===== src/rtl/emu_uart_port_arbiter_if.sv =====
// Console-port bundle between the SoC requesters, the emulated UART and emu_uart_port_arbiter.
// slave = arbiter side, master = requesters/UART/consumer side.
interface emu_uart_port_arbiter_if #(
    parameter int NREQ = 4
);
    logic [NREQ-1:0]         req_valid;
    logic [8*NREQ-1:0]       req_ch;
    logic [NREQ-1:0]         req_ready;
    logic [$clog2(NREQ)-1:0] grant_id;
    logic                    tx_valid;
    logic [7:0]              tx_ch;
    logic                    rx_valid;
    logic [7:0]              rx_ch;
    logic                    rxq_valid;
    logic [7:0]              rxq_ch;
    logic                    rxq_ready;
    logic                    rx_overflow;

    modport slave (
        input  req_valid, req_ch, rx_valid, rx_ch, rxq_ready,
        output req_ready, grant_id, tx_valid, tx_ch, rxq_valid, rxq_ch, rx_overflow
    );

    modport master (
        output req_valid, req_ch, rx_valid, rx_ch, rxq_ready,
        input  req_ready, grant_id, tx_valid, tx_ch, rxq_valid, rxq_ch, rx_overflow
    );
endinterface


===== src/rtl/emu_uart_port_arbiter.sv =====
// Shares one emulated UART between NREQ console masters: round-robin paced TX plus RX FIFO.
// Optional EMU_UART_LINE_LOCK_EN keeps the grant with one master until it sends 8'h0A.
//
// state | meaning
// IDLE  | round-robin pick among valid requesters, accept one byte
// GAP   | strobe latched byte on first cycle, then TX_GAP idle cycles
// HOLD  | line locked to grant_id until newline byte or LOCK_TIMEOUT idle cycles
module emu_uart_port_arbiter #(
    parameter int NREQ         = 4,
    parameter int TX_GAP       = 0,
    parameter int LOCK_TIMEOUT = 64,
    parameter int RX_DEPTH     = 16
) (
    input  logic                  clk_i,
    input  logic                  rst_i,
    emu_uart_port_arbiter_if.slave port_if
);
    localparam int GW = $clog2(NREQ);
    localparam int AW = $clog2(RX_DEPTH);
    localparam int CW = AW + 1;
    localparam logic [GW:0]   NREQ_W   = (GW+1)'(NREQ);
    localparam logic [GW-1:0] LAST_ID  = GW'(NREQ - 1);
    localparam logic [7:0]    GAP_INIT = 8'(TX_GAP);

    if (NREQ < 2 || NREQ > 8 || TX_GAP < 0 || TX_GAP > 255 || LOCK_TIMEOUT < 1 ||
        RX_DEPTH < 2 || (RX_DEPTH & (RX_DEPTH - 1)) != 0) begin : g_param_check
        $error("emu_uart_port_arbiter: parameter out of range");
    end

    typedef enum logic [1:0] {IDLE, GAP, HOLD} state_e;

    state_e          state_q, state_d;
    logic [GW-1:0]   ptr_q, ptr_d;
    logic [GW-1:0]   grant_q, grant_d;
    logic [7:0]      tx_ch_q, tx_ch_d;
    logic [7:0]      gap_q, gap_d;
    logic            tx_valid_q, tx_valid_d;
    logic [NREQ-1:0] req_ready;
    logic [GW-1:0]   next_ptr;
    logic [GW-1:0]   pick_id;
    logic            pick_found;
    logic [GW:0]     cand;

`ifdef EMU_UART_LINE_LOCK_EN
    localparam int TW = $clog2(LOCK_TIMEOUT + 1);
    localparam logic [TW-1:0] TMO_LAST = TW'(LOCK_TIMEOUT - 1);
    logic [TW-1:0] tmo_q, tmo_d;
`endif

    assign next_ptr = (grant_q == LAST_ID) ? '0 : grant_q + 1'b1;

    // Scan from the farthest offset down so the closest valid requester at/after ptr wins.
    always_comb begin
        pick_found = 1'b0;
        pick_id    = '0;
        cand       = '0;
        for (int k = NREQ - 1; k >= 0; k--) begin
            cand = {1'b0, ptr_q} + (GW+1)'(k);
            if (cand >= NREQ_W) cand = cand - NREQ_W;
            if (port_if.req_valid[cand[GW-1:0]]) begin
                pick_found = 1'b1;
                pick_id    = cand[GW-1:0];
            end
        end
    end

    always_comb begin
        state_d    = state_q;
        ptr_d      = ptr_q;
        grant_d    = grant_q;
        tx_ch_d    = tx_ch_q;
        gap_d      = gap_q;
        tx_valid_d = 1'b0;
        req_ready  = '0;
`ifdef EMU_UART_LINE_LOCK_EN
        tmo_d      = tmo_q;
`endif
        unique case (state_q)
            IDLE: begin
                if (pick_found) begin
                    req_ready[pick_id] = 1'b1;
                    tx_ch_d    = port_if.req_ch[{pick_id, 3'b000} +: 8];
                    grant_d    = pick_id;
                    tx_valid_d = 1'b1;
                    gap_d      = GAP_INIT;
                    state_d    = GAP;
                end
            end
            GAP: begin
                if (gap_q != 8'd0) begin
                    gap_d = gap_q - 8'd1;
                end else begin
`ifdef EMU_UART_LINE_LOCK_EN
                    if (tx_ch_q != 8'h0A) begin
                        state_d = HOLD;
                    end else begin
                        state_d = IDLE;
                        ptr_d   = next_ptr;
                    end
`else
                    state_d = IDLE;
                    ptr_d   = next_ptr;
`endif
                end
            end
`ifdef EMU_UART_LINE_LOCK_EN
            HOLD: begin
                if (port_if.req_valid[grant_q]) begin
                    req_ready[grant_q] = 1'b1;
                    tx_ch_d    = port_if.req_ch[{grant_q, 3'b000} +: 8];
                    tx_valid_d = 1'b1;
                    gap_d      = GAP_INIT;
                    tmo_d      = '0;
                    state_d    = GAP;
                end else if (tmo_q == TMO_LAST) begin
                    tmo_d   = '0;
                    ptr_d   = next_ptr;
                    state_d = IDLE;
                end else begin
                    tmo_d = tmo_q + 1'b1;
                end
            end
`endif
            default: state_d = IDLE;
        endcase
        if (rst_i) req_ready = '0;
    end

    always_ff @(posedge clk_i) begin
        if (rst_i) begin
            state_q    <= IDLE;
            ptr_q      <= '0;
            grant_q    <= '0;
            tx_ch_q    <= '0;
            gap_q      <= '0;
            tx_valid_q <= 1'b0;
`ifdef EMU_UART_LINE_LOCK_EN
            tmo_q      <= '0;
`endif
        end else begin
            state_q    <= state_d;
            ptr_q      <= ptr_d;
            grant_q    <= grant_d;
            tx_ch_q    <= tx_ch_d;
            gap_q      <= gap_d;
            tx_valid_q <= tx_valid_d;
`ifdef EMU_UART_LINE_LOCK_EN
            tmo_q      <= tmo_d;
`endif
        end
    end

    // RX FIFO: a pop in the same cycle frees the slot, so full+push+pop is not an overflow.
    logic [7:0]    mem_q [RX_DEPTH];
    logic [AW-1:0] wr_q, rd_q;
    logic [CW-1:0] cnt_q;
    logic          ovf_q;
    logic          full, push, pop;

    assign full = (cnt_q == CW'(RX_DEPTH));
    assign pop  = (cnt_q != '0) && port_if.rxq_ready;
    assign push = port_if.rx_valid && (!full || pop);

    always_ff @(posedge clk_i) begin
        if (rst_i) begin
            wr_q  <= '0;
            rd_q  <= '0;
            cnt_q <= '0;
            ovf_q <= 1'b0;
        end else begin
            if (push) wr_q <= wr_q + 1'b1;
            if (pop)  rd_q <= rd_q + 1'b1;
            if (push && !pop)      cnt_q <= cnt_q + 1'b1;
            else if (pop && !push) cnt_q <= cnt_q - 1'b1;
            if (port_if.rx_valid && !push) ovf_q <= 1'b1;
        end
    end

    always_ff @(posedge clk_i) begin
        if (push) mem_q[wr_q] <= port_if.rx_ch;
    end

    assign port_if.req_ready   = req_ready;
    assign port_if.grant_id    = grant_q;
    assign port_if.tx_valid    = tx_valid_q;
    assign port_if.tx_ch       = tx_ch_q;
    assign port_if.rxq_valid   = (cnt_q != '0);
    assign port_if.rxq_ch      = (cnt_q != '0) ? mem_q[rd_q] : 8'h00;
    assign port_if.rx_overflow = ovf_q;
endmodule

===== src/flat_wrapper.sv =====
// flat-port wrapper written by rule: the top's interface ports become plain ports
module emu_uart_port_arbiter_flat 
#(
    parameter int NREQ         = 4,
    parameter int TX_GAP       = 0,
    parameter int LOCK_TIMEOUT = 64,
    parameter int RX_DEPTH     = 16
)
  (clk_i, rst_i, port_if_req_valid, port_if_req_ch, port_if_rx_valid, port_if_rx_ch, port_if_rxq_ready, port_if_req_ready, port_if_grant_id, port_if_tx_valid, port_if_tx_ch, port_if_rxq_valid, port_if_rxq_ch, port_if_rx_overflow);
  emu_uart_port_arbiter_if #(.NREQ(NREQ)) port_if_i ();
  input  logic clk_i;
  input  logic rst_i;
  input wire logic [$bits(port_if_i.req_valid)-1:0] port_if_req_valid;
  input wire logic [$bits(port_if_i.req_ch)-1:0] port_if_req_ch;
  input wire logic [$bits(port_if_i.rx_valid)-1:0] port_if_rx_valid;
  input wire logic [$bits(port_if_i.rx_ch)-1:0] port_if_rx_ch;
  input wire logic [$bits(port_if_i.rxq_ready)-1:0] port_if_rxq_ready;
  output wire logic [$bits(port_if_i.req_ready)-1:0] port_if_req_ready;
  output wire logic [$bits(port_if_i.grant_id)-1:0] port_if_grant_id;
  output wire logic [$bits(port_if_i.tx_valid)-1:0] port_if_tx_valid;
  output wire logic [$bits(port_if_i.tx_ch)-1:0] port_if_tx_ch;
  output wire logic [$bits(port_if_i.rxq_valid)-1:0] port_if_rxq_valid;
  output wire logic [$bits(port_if_i.rxq_ch)-1:0] port_if_rxq_ch;
  output wire logic [$bits(port_if_i.rx_overflow)-1:0] port_if_rx_overflow;
  assign port_if_i.req_valid = port_if_req_valid;
  assign port_if_i.req_ch = port_if_req_ch;
  assign port_if_i.rx_valid = port_if_rx_valid;
  assign port_if_i.rx_ch = port_if_rx_ch;
  assign port_if_i.rxq_ready = port_if_rxq_ready;
  assign port_if_req_ready = port_if_i.req_ready;
  assign port_if_grant_id = port_if_i.grant_id;
  assign port_if_tx_valid = port_if_i.tx_valid;
  assign port_if_tx_ch = port_if_i.tx_ch;
  assign port_if_rxq_valid = port_if_i.rxq_valid;
  assign port_if_rxq_ch = port_if_i.rxq_ch;
  assign port_if_rx_overflow = port_if_i.rx_overflow;
  emu_uart_port_arbiter #(.NREQ(NREQ), .TX_GAP(TX_GAP), .LOCK_TIMEOUT(LOCK_TIMEOUT), .RX_DEPTH(RX_DEPTH)) u_core (.clk_i(clk_i), .rst_i(rst_i), .port_if(port_if_i));
endmodule

===== config.mk =====
export PLATFORM = sky130hd
export DESIGN_NAME = emu_uart_port_arbiter_flat
export DESIGN_NICKNAME = d
export VERILOG_FILES = /design/src/rtl/emu_uart_port_arbiter_if.sv /design/src/rtl/emu_uart_port_arbiter.sv /design/src/flat_wrapper.sv
export SDC_FILE = /design/constraint.sdc
export NUM_CORES = 1
export LEC_CHECK = 0
export CORE_MARGIN = 2
export CORE_UTILIZATION = 40
export CTS_CLUSTER_SIZE = 24
export DETAILED_ROUTE_END_ITERATION = 12
export DONT_BUFFER_PORTS = 1
export PLACE_DENSITY = 0.61
export RECOVER_POWER = 100
export SLEW_MARGIN = 15
export SYNTH_ARGS = -nofsm -noshare
export SYNTH_HDL_FRONTEND = slang
export SYNTH_SLANG_ARGS = --single-unit

===== constraint.sdc =====
create_clock -name clk_i -period 3 [get_ports clk_i]
set_clock_uncertainty 0.15 [all_clocks]
set_input_delay 0.6 -clock clk_i [delete_from_list [all_inputs] [get_ports clk_i]]
set_output_delay 0.6 -clock clk_i [all_outputs]
set_load 0.05 [all_outputs]

Yosys cells after proc, flatten, opt, wreduce, memory -nomap -nowiden
Memory sizes are Yosys's and may differ from the RTL's. A register that Yosys moved wholly into a read port is not among the register bits.
Cells that the tools add are included.
W data, S select, Z words.

storage, ports and cells
  register bits = 37
  RAM bits = 128
  input bits = 48
  word-level logic and storage cells = 103
  memories kept = 1

memories
  memory        words  bits a word  read ports  clocked after Yosys merged registers in  wr ports  RTL line                      RTL
  u_core.mem_q  16     8            1           1                                        1         emu_uart_port_arbiter.sv:154  logic [7:0] mem_q [RX_DEPTH];

operators by class
  add/subtract/negate cells = 13
  $lt $le $gt $ge = 10
  eq/ne operators = 6
  shift operators = 1
  mux-type cells = 40
  bitwise gates (word level) = 2
  reductions and logical operators = 20

operators by type and width
  kind                   number
  $shiftx A32 B6 Y8      1
  $mux W8                3
  $mux W2                11
  $mux W4                5
  $pmux W8 S2            1
  $lt A2 B3 Y1 const B   5
  $mux W1                12
  $mux W5                2
  $ge A3 B3 Y1 const B   3
  $add A4 B1 Y4 const B  2
  $bmux W1 S2            4
  $reduce_bool A8 Y1     1
  $sub A2 B1 Y2 const B  4
  $sub A8 B1 Y8 const B  1
  $add A2 B2 Y3 const B  2
  $logic_and A1 B1 Y1    6
  $reduce_and A2 Y1      3
  $add A5 B1 Y5 const B  1
  $eq A5 B5 Y1 const B   1
  $reduce_bool A5 Y1     1
  $sub A5 B1 Y5 const B  1
  $ne A2 B1 Y1 const B   2
  $pmux W2 S2            1
  $reduce_bool A2 Y1     2
  other kinds (14)       17

Logic depth before layout (Yosys ltp)
Gate-level depths: netlist (run 1).

  word-level depth = 16
  mapped depth = 11
  mapped depth without buffers = 11

Worst setup path after synthesis (run 1)
Ideal clock, no wire load.

  path kind = input -> output
  start = input port_if_req_valid[2]
  end = output port_if_req_ready[1]
  arrival = 2.773 ns
  required time = 2.250 ns
  path slack = -0.523 ns
  stages = 6
  buffers on the path = 2
  path through = nor2b_1 or4b_1 buf_2 buf_6 and2_1 nor3_1

on the way
  cells in the longest elaborated chain, start to end = 13

ends and longest elaborated chain
  item                                                                       RTL line                      RTL
  start: declaration                                                         flat_wrapper.sv:13            input wire logic [$bits(port_if_i.req_valid)-1:0] port_if_req_valid;
  $bmux W1 S2                                                                emu_uart_port_arbiter.sv:60   if (port_if.req_valid[cand[GW-1:0]]) begin
  $mux W1 (not written as such)                                              emu_uart_port_arbiter.sv:60
  $mux W2 (4 in a row)                                                       emu_uart_port_arbiter.sv:60
  $lt A2 B3 Y1 (not written as such) / $ge A2 B1 Y1 (equally long branches)  emu_uart_port_arbiter.sv:81   req_ready[pick_id] = 1'b1;
  $logic_and A1 B1 Y1 (not written as such)                                  emu_uart_port_arbiter.sv:81
  $mux W1 (not written as such)                                              emu_uart_port_arbiter.sv:81
  $demux W1 S2                                                               n/a
  $mux W4 *                                                                  emu_uart_port_arbiter.sv:80   if (pick_found) begin
  $mux W4 *                                                                  emu_uart_port_arbiter.sv:78   unique case (state_q)
  $mux W4 *                                                                  emu_uart_port_arbiter.sv:126  if (rst_i) req_ready = '0;
  end: declaration                                                           flat_wrapper.sv:18            output wire logic [$bits(port_if_i.req_ready)-1:0] port_if_req_ready;

Mark *: on every way between the ends. The rest lies on a longest branch, timed or not. The select of a mux whose other input is x is not followed.

==> results.md, run 1 <==
- The run finished, with violations left.
- For this configuration, the core starts out at a cell density of 0.409.
- Setup repair after global routing could not meet its margin everywhere.
- For this design the top-level I/O count stands at 73.
- The worst pin sits at a relative slew slack of 0.450.
- Leaving out fill and tap cells, the most frequent cells in the layout are sky130_fd_sc_hd__edfxtp_1 (128), sky130_fd_sc_hd__nor2_1 (44), sky130_fd_sc_hd__mux4_2 (40).
- The total clock buffers created by CTS is 17.
- The met2 layer usage reported by global route is 0.269.
- Power spread over the standard cell area amounts to 908 mW/mm².
- The met1 global-route usage is 0.188.
- Dividing the detail-routed via count by the number of cells gives 5.50.
- The tool flagged a number of max-cap violations equal to 0.
- Clock-pin slew was measured on the worst setup and hold paths at 70 ps.
- In this run, distinct cell masters in the synthesized netlist total 43.
- The initial antenna violation count was 0.
- The number of detailed-routing iterations run before antenna repair is 4.
- Of the total synthesized cell area, the portion taken by AND, OR, NAND and NOR gates is 0.0949.
- The die is 137 µm tall.
- The number of hold violations in the final report is 0.
- The most frequent standard cell in the layout excluding fill and tap cells is sky130_fd_sc_hd__edfxtp_1.
- The clock root buffer master is sky130_fd_sc_hd__clkbuf_16.
- The max-slew violation total from the final report is 0.
- In the synthesized netlist, the number of instances is 459.
- Synthesis inferred 168 register bits.
- The post-route fraction of the period consumed by the critical path is 1.01.
- The total vias in the final route is 3988.
- The layer flagged by global routing as most heavily used is met2.
- In the global route stage, met3 resource usage came out at 0.0471.
- For this design, the sink count on the clock tree is 168.
- The signal arrival time at the worst endpoint is 2290 ps.
- Timing analysis after detailed placement gives a worst setup slack of 131 ps.
- Counting every net in the synthesized netlist gives 521.
- Summed over all layers, the global routing overflow is 0.
- Once the clock tree was built, the setup fixing pass inserted 0 buffers.
- The post-synthesis share of cell area spent on full adders, half adders and majority gates is 0.0257.
- Across all setup checks in the final design, the least slack found is -43.0 ps.
- The kind of path behind the tightest hold check is input port to flip-flop.
- Among all flip-flop cells after synthesis, the most frequent one is sky130_fd_sc_hd__edfxtp_1.
- For this block, the routed nets add up to 14200 µm of wire.
- The post-synth design cell area is 0.00711 mm².
- Summed over all cells, the static leakage comes to 2.69 nW.
- The wire length of the first global-routing pass is 21500 µm.
- The core area is 0.0174 mm².
- The setup total negative slack is -145 ps.
- No sink is reached through more buffers than the 2 on the longest clock path.
- Setup violations remaining at the end of the flow were counted as 7.
- Counting I/O delays and the setup requirement, the final critical path takes 3040 ps.
- The pin count of the biggest net entering global routing is 33.
- The number of antenna diodes is 0.
- STA classifies the critical path endpoint as an output port.
- The number of nets still failing antenna checks after routing is 0.
- Averaged over all synthesized cells, the footprint is 15.5 µm².
- The initialized floorplan defines 48 standard-cell rows.
- The element type at the critical path start is a flip-flop.
- VDD sags by at most 522 µV.
- The violation count after the first detailed-route iteration is 233.
- The H-tree depth is 4.
- The maximum clock frequency is 329 MHz.
- At the pin with the least slew margin, the transition time is 825 ps.
- After the last flow step, the layout net total stands at 549.
- In the final layout, the share of cells above drive strength 1 is 0.212.
- The count of placed standard cells including taps is 693.
- The area of the die is 0.0188 mm².
- The global-route usage over all layers is 0.156.
- Across all hold checks on the routed design, the worst slack comes to 88.4 ps.
- The area added between synthesis and finish is 13.5%.
- For this run, the number of Yosys warnings is 0.
- The CTS tree is built.
- The number of global-route vias before repair is 4048.
- After the flow finishes, the layout carries non-filler instances totaling 725.
- The largest fanout of any net on the critical path is 15.
- The latest clock arrival within the worst-skew pair is 420 ps.
- The main combinational cell family by area after synthesis is multiplexers.
- The worst path required time is 2250 ps.
- The portion of netlist area occupied by mux cells is 0.133.
- The count of flip-flops with a built-in enable after synthesis is 128.
- In this run the horizontal extent of the chip is 137 µm.
- For this run, the register share of the synthesized area comes to 0.654.
- The kind of critical path is flip-flop to output port.
- At the end of routability-driven placement, the weighted congestion stood at 0.858.
- The final reports fail on setup timing.
- The xor/xnor share of the synthesized area is 0.0148.
- The number of remaining DRC errors is 0.
- After synthesis, the share of flip-flops with an asynchronous set or reset is 0.
- Once layout is complete, the utilization of the core stands at 0.465.
- The average routed wire per standard cell is 19.6 µm.
- The complex-gate fraction of the synthesized area is 0.0516.
- In this run the tool buffered the top-level ports with 0 buffer cells.
- Summed over all nets, the half-perimeter wirelength after detailed placement is 9470 µm.
-- synthesized netlist by cell type, types with 4 or more instances --
cell type | instances | area [µm²]
sky130_fd_sc_hd__a211oi_1 | 8 | 60.1
sky130_fd_sc_hd__a211oi_2 | 8 | 100
sky130_fd_sc_hd__a21oi_1 | 9 | 45.0
sky130_fd_sc_hd__and2_1 | 10 | 62.6
sky130_fd_sc_hd__and3_1 | 16 | 100
sky130_fd_sc_hd__buf_1 | 4 | 15.0
sky130_fd_sc_hd__buf_2 | 5 | 25.0
sky130_fd_sc_hd__buf_6 | 5 | 56.3
sky130_fd_sc_hd__clkbuf_1 | 13 | 48.8
sky130_fd_sc_hd__dfxtp_1 | 40 | 801
sky130_fd_sc_hd__edfxtp_1 | 128 | 3840
sky130_fd_sc_hd__ha_1 | 13 | 163
sky130_fd_sc_hd__inv_1 | 12 | 45.0
sky130_fd_sc_hd__mux4_2 | 40 | 901
sky130_fd_sc_hd__nand2_1 | 23 | 86.3
sky130_fd_sc_hd__nand2b_1 | 4 | 25.0
sky130_fd_sc_hd__nand3_1 | 6 | 30.0
sky130_fd_sc_hd__nand4_1 | 4 | 25.0
sky130_fd_sc_hd__nor2_1 | 44 | 165
sky130_fd_sc_hd__nor2b_1 | 6 | 37.5
sky130_fd_sc_hd__nor3_1 | 11 | 55.1
sky130_fd_sc_hd__nor4_1 | 4 | 25.0
sky130_fd_sc_hd__o21ai_0 | 4 | 20.0
sky130_fd_sc_hd__o31ai_1 | 8 | 60.1
sky130_fd_sc_hd__xor2_1 | 11 | 96.3
-- layout make-up --
class,instances,area [µm²]
timing repair buffer,36,219
inverter,12,45.0
multi-input combinational,252,2290
tap,225,282
clock inverter,15,154
fill,1500,9290
sequential,168,4650
clock buffer,17,425
-- state kept, by name (all words and copies together), names as in the netlist, 2 cells and up, named ones only --
signal	cells
u_core.port_if.tx_ch	8
u_core.port_if.grant_id	2
u_core.cnt_q	5
u_core.mem_q	128
u_core.wr_q	4
u_core.gap_q	8
u_core.rd_q	4
u_core.ptr_q	2
-- report_power, final --
group	switching (mW)	internal [mW]	total (mW)
clock	0.984	1.11	2.09
combinational	1.25	0.966	2.21
sequential	0.324	2.69	3.02
total	2.55	4.77	7.32
-- worst paths after layout --
path	endpoint	start	slack, ps	depth (start not counted)
max	port_if_rxq_ch[1]	flip-flop	-40	4
min	u_core.ptr_q[0]	rst_i	90	1
max reg2reg	u_core.cnt_q[4]	u_core.cnt_q[3]	120	12
min reg2reg	u_core.gap_q[6]	u_core.gap_q[6]	330	1
-- logic make-up (layout without fill, tap and decap cells) --
group,Yosys count,count (layout)
xor+xnor,12,12
buf+inv,39,80
mux,44,44
compound gates,46,46
fa+ha+maj,14,14
flops,168,168
simple gates,136,136
-- repair_timing --
item,in CTS,in global routing
gates resized for setup,17,2
pin swaps,0,1
cloned,0,0
hold buffers,0,0
setup endpoints to repair,8,9
-- per-stage QoR --
step | power, mW | cell area (µm²)
after floorplan | 4.78 | 7120
after global placement | 5.20 | 7560
after detailed placement | 5.26 | 7560
after CTS | 7.43 | 8160
after global routing | 7.67 | 8060
final | 7.32 | 8060
-- worst max-delay path, stage by stage, from the launching register on --
cell and delay, ps:
sky130_fd_sc_hd__dfxtp_4 370, sky130_fd_sc_hd__buf_12 180, sky130_fd_sc_hd__mux4_2 520, sky130_fd_sc_hd__mux4_2 540
sky130_fd_sc_hd__and2_4 250
-- per-layer routing --
| layer | wire, µm | part of all wire |
|---|---|---|
| met1 | 5810 | 0.41 |
| met2 | 7180 | 0.51 |
| met3 | 927 | 0.065 |
| met4 | 266 | 0.019 |
| met5 | 0 | 0 |
Note: power is estimated with default switching activity, not from simulation.
==> run 2: changes to the inputs <==
- TNS_END_PERCENT: unset -> 10
==> run 2 against run 1 <==
The flow still finishes with violations (setup timing). Via count down 0.80%. Register-to-register slack hardly changed. Sequential cell count stayed put. Total power about the same.
==> results.md, run 2 (synthesis results as in run 1) <==
- The die span in x came to 137 µm (unchanged).
- The largest fanout of any net on the critical path is 15 (unchanged).
- The number of max-capacitance violations reported was 0 (unchanged).
- CTS placed an instance of sky130_fd_sc_hd__clkbuf_16 at the clock tree root.
- The total global routing overflow is 0 (unchanged).
- The logic depth of the worst register-to-register path is 12 (unchanged).
- The maximum root-to-sink buffer count is 2 (unchanged).
- The number of flip-flops under the largest register name came to 128 (unchanged).
- The final total power came to 7.32 mW (about the same).
- The count of fill cells added during filler insertion is 1500 (unchanged).
- The max-slew violation total from the final report came to 0 (unchanged).
- The post-placement worst setup slack is 131 ps (unchanged).
- The initial antenna violation count came to 0 (unchanged).
- STA classifies the critical path endpoint as an output port.
- The number of placement rows is 48 (unchanged).
- The detailed-route wire length is 14200 µm (about the same).
- The detailed-routed wire length on met3 was 905 µm (-2.4%).
- The leakage power figure was 2.69 nW (unchanged).
- The worst flop-to-flop path endpoint is u_core.cnt_q[4].
- The run finished, with violations left.
- The number of detailed-routing iterations run before antenna repair came to 4 (unchanged).
- The final standard cell count with taps included and fillers excluded came to 725 (unchanged).
- The final reports fail on setup timing.
- The number of global-route vias before repair is 4048 (unchanged).
- The H-tree depth came to 4 (unchanged).
- The post-route fraction of the period consumed by the critical path is 1.02 (+0.00130).
- The worst path required time is 2250 ps (about the same).
- The quantity of I/O buffers inserted on ports is 0 (unchanged).
- The number of remaining DRC errors came to 0 (unchanged).
- The number of cells traversed by the worst hold path is 1 (unchanged).
- The worst setup path is launched from a flip-flop.
- The initial standard-cell utilization of the core is 0.409 (unchanged).
- The number of antenna diodes is 0 (unchanged).
- The worst ir drop on vdd is 522 µV (about the same).
- The violation count after the first detailed-route iteration is 240 (+3.0%).
- The total clock buffers created by CTS is 17 (unchanged).
- The area added between synthesis and finish came to 13.5% (unchanged).
- The kind of path behind the tightest hold check is input port to flip-flop.
- The reg2reg setup slack came to 120 ps (about the same).
- The number of nets still failing antenna checks after routing is 0 (unchanged).
- The clock-pin slew of the registers on the worst-case setup and hold paths came to 70 ps (about the same).
- The top-level port count is 73 (unchanged).
- The signal arrival time at the worst endpoint is 2300 ps (about the same).
- The clock period minus worst slack is 3050 ps (+3.91 ps).
- The global placer's final weighted congestion was 0.858 (unchanged).
- The startpoint identified for the worst register-to-register timing path is u_core.cnt_q[3].
- The register with the most flip-flops in the final layout is u_core.mem_q.
- In the layout the commonest cells are sky130_fd_sc_hd__edfxtp_1 (128), sky130_fd_sc_hd__nor2_1 (44), sky130_fd_sc_hd__mux4_2 (40).
- After detailed routing, no signal wire sits above met4.
- The average routed wire per standard cell came to 19.6 µm (about the same).
- The setup violation total in the final timing report is 7 (unchanged).
- The most frequent standard cell in the layout excluding fill and tap cells is sky130_fd_sc_hd__edfxtp_1.
- The kind of critical path is flip-flop to output port.
- The power per cell area is 908 mW/mm² (about the same).
- The share of post-route cells with drive strength above 1 is 0.212 (unchanged).
- The maximum clock frequency is 328 MHz (-0.13%).
- The wire length of the first global-routing pass is 21500 µm (unchanged).
- The vertical die dimension is 137 µm (unchanged).
- The area of the die was 0.0188 mm² (unchanged).
- The latest clock arrival within the worst-skew pair was 420 ps (about the same).
- The total routed wire length on the met1 layer is 5870 µm (+1.0%).
- The number of hold violations in the final report is 0 (unchanged).
- The least setup slack across all paths after layout was -46.9 ps (-3.91 ps).
- The global-route usage over all layers came to 0.156 (unchanged).
- The final layout net count came to 549 (unchanged).
- The TritonCTS sink count is 168 (unchanged).
- The total vias in the final route is 3956 (-0.80%).
- The end of the critical path is port_if_rxq_ch[1].
- The measured slew at the worst slew-check pin is 815 ps (-9.79 ps).
- The count of placed standard cells including taps was 693 (unchanged).
- Setup repair after global routing could not meet its margin everywhere.
- The detailed-routed wire length on met2 is 7180 µm (about the same).
- TritonCTS built the clock tree.
- The max-slew headroom at the worst pin was 0.457 (+0.00653).
- The average vias per placed instance was 5.46 (-0.80%).
- The core area came to 0.0174 mm² (unchanged).
- The pin count of the biggest net entering global routing came to 33 (unchanged).
- The HPWL after detailed placement was 9470 µm (unchanged).
## run 2: worst min-delay path by stage
stage | from | to
6_report | rst_i | u_core.ptr_q[0]
2_1_floorplan | u_core.gap_q[6] | u_core.gap_q[6]
3_5_place_dp | u_core.gap_q[6] | u_core.gap_q[6]
4_1_cts | rst_i | u_core.ptr_q[1]
3_3_place_gp | u_core.rd_q[3] | u_core.rd_q[3]
5_1_grt | rst_i | u_core.ptr_q[0]
## run 2: per-stage QoR
stage	TNS, ps	hold WS, ps	util	instance area, µm²
global placement	0	317	0.436	7560
detailed placement	0	322	0.436	7560
CTS	-407	71.2	0.470	8160
floorplan	-705	300	-	7120
global route	-644	72.6	0.465	8060
finish	-107	88.9	0.465	8060
## run 2: per-layer routing
metal | track usage | vias up
li1 | - | 1817
met1 | 0.188 | 1990
met2 | 0.269 | 126
met3 | 0.0471 | 23
met4 | 0.0481 | 0
met5 | 0 | -
## run 2: worst max-delay path, stage by stage, from the launching register on
cell and delay, ps:
sky130_fd_sc_hd__dfxtp_4 370, sky130_fd_sc_hd__buf_12 180, sky130_fd_sc_hd__mux4_2 530, sky130_fd_sc_hd__mux4_2 540, sky130_fd_sc_hd__and2_4 250
## run 2: power by group
part | switching [mW] | leakage, nW | internal, mW
combinational | 1.24 | 0.921 | 0.966
clock | 0.984 | 0.284 | 1.11
sequential | 0.324 | 1.48 | 2.69
## run 2: area by class of cell
cell class	instances	area (µm²)	share of cell area
clock buffers	17	425	0.0528
clock inverters	15	154	0.0191
inverters	12	45.0	0.00559
multi-input cells	252	2290	0.284
flip-flops and latches	168	4650	0.576
well taps	225	282	0.0349
repair buffers	36	219	0.0272
## run 2: timing repair
action                                  4_1_cts  5_1_grt
hold buffers                                  0        0
resized for setup                            17        2
cloned                                        0        0
setup buffers                                 0        0
pin swaps                                     0        1
endpoints found under the setup margin        8        9
